--- config.mk ---
export PLATFORM = sky130hd
export DESIGN_NAME = max6675_scanner
export DESIGN_NICKNAME = d
export VERILOG_FILES = /design/src/rtl/max6675_pkg.sv /design/src/rtl/max6675_tick.sv /design/src/rtl/max6675_scanner.sv
export SDC_FILE = /design/constraint.sdc
export NUM_CORES = 1
export LEC_CHECK = 0
export CORE_MARGIN = 2
export CORE_UTILIZATION = 58
export CTS_CLUSTER_DIAMETER = 200
export CTS_CLUSTER_SIZE = 40
export DETAILED_ROUTE_END_ITERATION = 10
export GPL_ROUTABILITY_DRIVEN = 0
export PLACE_DENSITY = 0.84
export SLEW_MARGIN = 5
export SYNTH_ARGS = -nofsm -noshare
export SYNTH_HDL_FRONTEND = slang
export SYNTH_SLANG_ARGS = --single-unit
export TNS_END_PERCENT = 1
--- constraint.sdc ---
create_clock -name clk -period 3.5 [get_ports clk]
set_clock_uncertainty 0.1 [all_clocks]
set_input_delay 1.05 -clock clk [delete_from_list [all_inputs] [get_ports clk]]
set_output_delay 1.05 -clock clk [all_outputs]
set_load 0.02 [all_outputs]
--- src/rtl/max6675_pkg.sv ---
// Shared types and MAX6675 frame layout for the thermocouple scanner.
package max6675_pkg;

    typedef enum logic [2:0] {
        IDLE,
        SELECT,
        SHIFT,
        DESELECT,
        NEXT,
        WAIT
    } state_e;

    localparam int FRAME_BITS = 16;
    localparam int DUMMY      = 15;
    localparam int TEMP_MSB   = 14;
    localparam int TEMP_LSB   = 3;
    localparam int OPEN       = 2;
    localparam int ID         = 1;
    localparam int TEMP_W     = TEMP_MSB - TEMP_LSB + 1;

    // Dummy sign bit and device ID bit both read 0 on a healthy bus.
    function automatic logic frame_ok(input logic [FRAME_BITS-1:0] f);
        return !f[DUMMY] && !f[ID];
    endfunction

endpackage

--- src/rtl/max6675_tick.sv ---
// Free-running divider: one-cycle tick every DIVIDER clocks.
module max6675_tick #(
    parameter int DIVIDER = 1000
) (
    input  logic clk,
    input  logic rst_n,
    output logic tick_o
);

    localparam int W = (DIVIDER > 1) ? $clog2(DIVIDER) : 1;

    logic [W-1:0] cnt_q, cnt_d;

    assign tick_o = (cnt_q == W'(DIVIDER - 1));

    always_comb begin
        cnt_d = tick_o ? '0 : cnt_q + W'(1);
    end

    always_ff @(posedge clk or negedge rst_n) begin
        if (!rst_n) cnt_q <= '0;
        else        cnt_q <= cnt_d;
    end

endmodule

--- src/rtl/max6675_scanner.sv ---
// Round-robin reader for several MAX6675 devices on a shared SCLK/MISO bus,
// holding the last good temperature/open flag per channel.
module max6675_scanner
    import max6675_pkg::*;
#(
    parameter int CHANNELS   = 4,
    parameter int DIVIDER    = 1000,
    parameter int CONV_TICKS = 12000
) (
    input  logic                    clk,
    input  logic                    rst_n,
    input  logic                    enable,
    input  logic                    miso,
    output logic                    sclk,
    output logic [CHANNELS-1:0]     cs_n,
    output logic [12*CHANNELS-1:0]  temperature,
    output logic [CHANNELS-1:0]     open_tc,
    output logic [CHANNELS-1:0]     valid,
    output logic                    scan_done,
    output logic                    frame_err
);

    localparam int CH_W  = (CHANNELS > 1) ? $clog2(CHANNELS) : 1;
    localparam int WT_W  = (CONV_TICKS > 1) ? $clog2(CONV_TICKS) : 1;
    localparam int BIT_W = $clog2(FRAME_BITS);

    logic tick;

    max6675_tick #(.DIVIDER(DIVIDER)) u_tick (
        .clk    (clk),
        .rst_n  (rst_n),
        .tick_o (tick)
    );

    state_e                           state_q, state_d;
    logic [CH_W-1:0]                  ch_q, ch_d;
    logic [BIT_W-1:0]                 bit_q, bit_d;
    logic [WT_W-1:0]                  wcnt_q, wcnt_d;
    logic [FRAME_BITS-1:0]            sr_q, sr_d;
    logic                             sclk_q, sclk_d;
    logic                             stop_q, stop_d;
    logic [CHANNELS-1:0][TEMP_W-1:0]  temp_q, temp_d;
    logic [CHANNELS-1:0]              open_q, open_d;
    logic [CHANNELS-1:0]              valid_q, valid_d;
    logic                             done_q, done_d;
    logic                             err_q, err_d;

    logic sel_act;
    assign sel_act = (state_q == SELECT) || (state_q == SHIFT);

    for (genvar i = 0; i < CHANNELS; i++) begin : g_cs
        assign cs_n[i] = ~(sel_act && (ch_q == CH_W'(i)));
    end

    assign sclk        = sclk_q;
    assign temperature = temp_q;
    assign open_tc     = open_q;
    assign valid       = valid_q;
    assign scan_done   = done_q;
    assign frame_err   = err_q;

    always_comb begin
        state_d = state_q;
        ch_d    = ch_q;
        bit_d   = bit_q;
        wcnt_d  = wcnt_q;
        sr_d    = sr_q;
        sclk_d  = sclk_q;
        stop_d  = stop_q;
        temp_d  = temp_q;
        open_d  = open_q;
        valid_d = valid_q;
        done_d  = 1'b0;
        err_d   = 1'b0;

        // Enable loss mid-frame lets the frame finish, then ends the scan.
        if (sel_act && !enable) stop_d = 1'b1;

        if (tick) begin
            unique case (state_q)
                IDLE: if (enable) begin
                    state_d = SELECT;
                    ch_d    = '0;
                    stop_d  = 1'b0;
                end
                SELECT: begin
                    state_d = SHIFT;
                    bit_d   = '0;
                    sclk_d  = 1'b0;
                end
                SHIFT: if (!sclk_q) begin
                    sclk_d = 1'b1;
                    sr_d   = {sr_q[FRAME_BITS-2:0], miso};
                end else begin
                    sclk_d = 1'b0;
                    if (bit_q == BIT_W'(FRAME_BITS - 1)) begin
                        bit_d   = '0;
                        state_d = DESELECT;
                    end else begin
                        bit_d = bit_q + BIT_W'(1);
                    end
                end
                DESELECT: begin
                    if (frame_ok(sr_q)) begin
                        temp_d[ch_q]  = sr_q[TEMP_MSB:TEMP_LSB];
                        open_d[ch_q]  = sr_q[OPEN];
                        valid_d[ch_q] = 1'b1;
                    end else begin
                        err_d = 1'b1;
                    end
                    state_d = stop_q ? IDLE : NEXT;
                end
                NEXT: if (ch_q != CH_W'(CHANNELS - 1)) begin
                    ch_d    = ch_q + CH_W'(1);
                    state_d = SELECT;
                end else begin
                    done_d  = 1'b1;
                    wcnt_d  = '0;
                    state_d = WAIT;
                end
                WAIT: if (wcnt_q == WT_W'(CONV_TICKS - 1)) begin
                    state_d = IDLE;
                end else begin
                    wcnt_d = wcnt_q + WT_W'(1);
                end
                default: state_d = IDLE;
            endcase
        end
    end

    always_ff @(posedge clk or negedge rst_n) begin
        if (!rst_n) begin
            state_q <= IDLE;
            ch_q    <= '0;
            bit_q   <= '0;
            wcnt_q  <= '0;
            sr_q    <= '0;
            sclk_q  <= 1'b0;
            stop_q  <= 1'b0;
            temp_q  <= '0;
            open_q  <= '0;
            valid_q <= '0;
            done_q  <= 1'b0;
            err_q   <= 1'b0;
        end else begin
            state_q <= state_d;
            ch_q    <= ch_d;
            bit_q   <= bit_d;
            wcnt_q  <= wcnt_d;
            sr_q    <= sr_d;
            sclk_q  <= sclk_d;
            stop_q  <= stop_d;
            temp_q  <= temp_d;
            open_q  <= open_d;
            valid_q <= valid_d;
            done_q  <= done_d;
            err_q   <= err_d;
        end
    end

endmodule
==> results by group <==
Place
  – Buffers on Ports: 66
  – Post-DP HPWL: 6560 um

Global route
  – Vias in the first global route: 3,360
  – First-pass GRT wire length: 16,300 um
  – Largest net degree at the start of global routing: 61
  – All-Layer GR Usage: 0.237
  – Gr ovfl total: 0
  – Initial antenna violation count: 0

Power
  – Pwr/cell area: 362 nW/um2
  – Pwr Total: 2050 uW
  – Max IR drop VDD: 0.291 mV
  – Lkg Pwr: 0.00266 uW

Drt
  – Post-route ant nets: 0
  – Via count: 3,204
  – Initial DRC Count: 133
  – WL per Instance: 17.6 um
  – Via density: 5.83
  – Final wirelength: 9700 um
  – Pre-Repair DR Iteration Count: 5
  – Number of remaining DRC errors: 0

STA
  – Max Slew Vio Count: 0
  – RSZ-0062 raised after global routing: false
  – Fmax: 304 MHz
  – Worst Tran Pin Value: 0.715 ns
  – Tcrit/Tclk final: 0.938
  – Final setup fails: 0
  – Slew headroom: 0.522
  – Final min period: 3.28 ns
  – Hold_ws: 0.375 ns
  – Setup_tns: 0 ns
  – Fin. Hold Viols: 0

Setup path
  – Endpoint type of the worst setup path: primary output
  – Critical Path AT: 2.13 ns
  – RR Startpoint: u_tick.cnt_q[0]
  – R2r worst-path depth: 6
  – CP Launch Type: register
  – Crit Path Max Fanout: 11
  – Critical path class: register to primary output
  – Reg-to-Reg End: temperature[15]
  – Critical path required time: 2.35 ns
  – R2r setup slk: 0.83 ns

Cells and area
  – Synthesis-to-layout area growth: 21.0%
  – Diodes inserted: 0
  – Final #Nets: 454
  – Util after Layout: 0.730
  – Fillers: 523
  – Share of cells above drive strength 1: 0.219

Die
  – Die footprint: 8810 um2
  – Initial core utilization: 0.603
  – Num rows: 32
  – Core footprint: 7770 um2
  – Chip height: 93.9 um
  – DIE WIDTH: 93.9 um
  – I/O pin total: 67

Clock network
  – CTS tree: done
  – CTS-repair resized insts: 0
  – Clock Sink Count: 109
  – TritonCTS buffer count: 9
  – H-tree depth: 3
  – Root buf cell: clkbuf_8
  – Clk buf depth: 2
  – Postcts setup bufs: 0
  – Clk Latency, worst-skew pair: 0.37 ns
  – Hold_buf cts: 0
  – Worst-path clk slew: 0.11 ns

Synthesis
  – Post-Syn Area per Cell: 12.5 um2
  – Mapped cell area: 4690 um2
  – Number of flops mapped to enable cells by yosys: 0
  – Cells after Synth: 375
  – Yosys synthesis warning count: 0
  – Synthesized Nets: 386
  – Netlist cell types: 43
  – Sequential-to-total area share from yosys stat: 0.582
  – Post-synthesis register bit count: 109
  – Ys flop type: dfrtp_1
  – Async SR Flop Fraction: 1.00

Min path
  – Hold path start: valid[1]
  – HP Class: register to register
  – Hold Path End: valid[1]
  – WHS Path Cells: 1

Job
  – Max cap viols: 0

Run status
  – Status: finished clean
## stage by stage
stage / std cells / setup slack, ns / cell area [um2]
2_1_floorplan: 375 / 1.12 / 4690
3_3_place_gp: 534 / 0.678 / 5460
3_5_place_dp: 534 / 0.602 / 5460
4_1_cts: 550 / 0.195 / 5670
5_1_grt: 550 / 0.0583 / 5670
6_report: 550 / 0.215 / 5670
## registers in the layout, summed over array words and instances, names as in the netlist
register      count
sr_q             16
bit_q             4
state_q           3
sclk              1
temperature      48
stop_q            1
wcnt_q           14
scan_done         1
open_tc           4
u_tick.cnt_q     10
valid             4
frame_err         1
ch_q              2
## cell usage after synthesis, types with 2 or more instances
cell type  instances  area share
a21oi_1            9      0.0096
a31oi_1            4      0.0053
a41oi_1            3      0.0056
and2_1             2      0.0027
and3_1             4      0.0053
buf_2              7      0.0075
clkbuf_1           6      0.0048
dfrtp_1          109        0.58
ha_1               7       0.019
inv_1              7      0.0056
mux2_2            69        0.17
mux2i_1            3      0.0064
nand2_1           27       0.022
nand2b_1           8       0.011
nand3_1           13       0.014
nand4_1            6      0.0080
nor2_1            18       0.014
nor2b_1            4      0.0053
nor4_1             3      0.0040
o211ai_1           2      0.0032
o21ai_0           25       0.027
o2bb2ai_1          2      0.0037
o31ai_1           13       0.021
or3_1              2      0.0027
xor2_1             4      0.0075
## routing by layer
layer / vias up / GRT usage / wire length, um
met5: - / 0 / 0
met3: 14 / 0.0666 / 490
met2: 74 / 0.390 / 4810
li1: 1495 / - / -
met1: 1621 / 0.307 / 4280
met4: 0 / 0.0700 / 124
## power by group
part           internal (uW)  leakage (uW)  total [uW]  switching, uW
clock                    289      0.000102         761            471
combinational           6.29       0.00106        31.6           25.3
sequential              1260       0.00150        1260              0
total                   1550       0.00266        2050            497
## layout by cell type, fill, tap and decap left out, types with 6 or more instances in the layout
| cell | count |
|---|---|
| dfrtp_1 | 109 |
| mux2_2 | 69 |
| clkdlybuf4s50_1 | 65 |
| nand2_1 | 27 |
| o21ai_0 | 25 |
| nor2_1 | 18 |
| nand3_1 | 13 |
| o31ai_1 | 13 |
| a21oi_1 | 9 |
| clkbuf_8 | 9 |
| nand2b_1 | 8 |
| inv_1 | 7 |
| ha_1 | 7 |
| nand4_1 | 6 |
## layout make-up
cell class	instances	area (um2)	area share
timing repair buffer	71	708	0.125
multi-input combinational	245	1870	0.329
clock inverter	7	87.6	0.0155
tap	102	128	0.0225
inverter	7	26.3	0.00464
sequential	109	2730	0.481
clock buffer	9	124	0.0219
## worst max-delay path, cell delays in order (launching register included)
cell             delay, ns
dfrtp_1               0.49
nand2b_1              0.27
a21oi_1               0.35
nand2_1               0.11
clkdlybuf4s50_1       0.56
## logic make-up after synthesis
family          after synthesis  share of synthesized area
compound gates               64                     0.0862
simple gates                 97                      0.112
mux                          72                      0.172
xor+xnor                      5                    0.00935
flops                       109                      0.582
fa+ha+maj                     7                     0.0187
buf+inv                      21                     0.0195
## worst max path at each step
stage | endpoint | start
floorplan | cs_n[0] | state_q[0]
global placement | cs_n[2] | state_q[0]
detailed placement | cs_n[0] | state_q[0]
CTS | cs_n[0] | state_q[0]
global route | cs_n[0] | state_q[0]
finish | cs_n[0] | state_q[0]
Note: power is estimated with default switching activity, not from simulation.
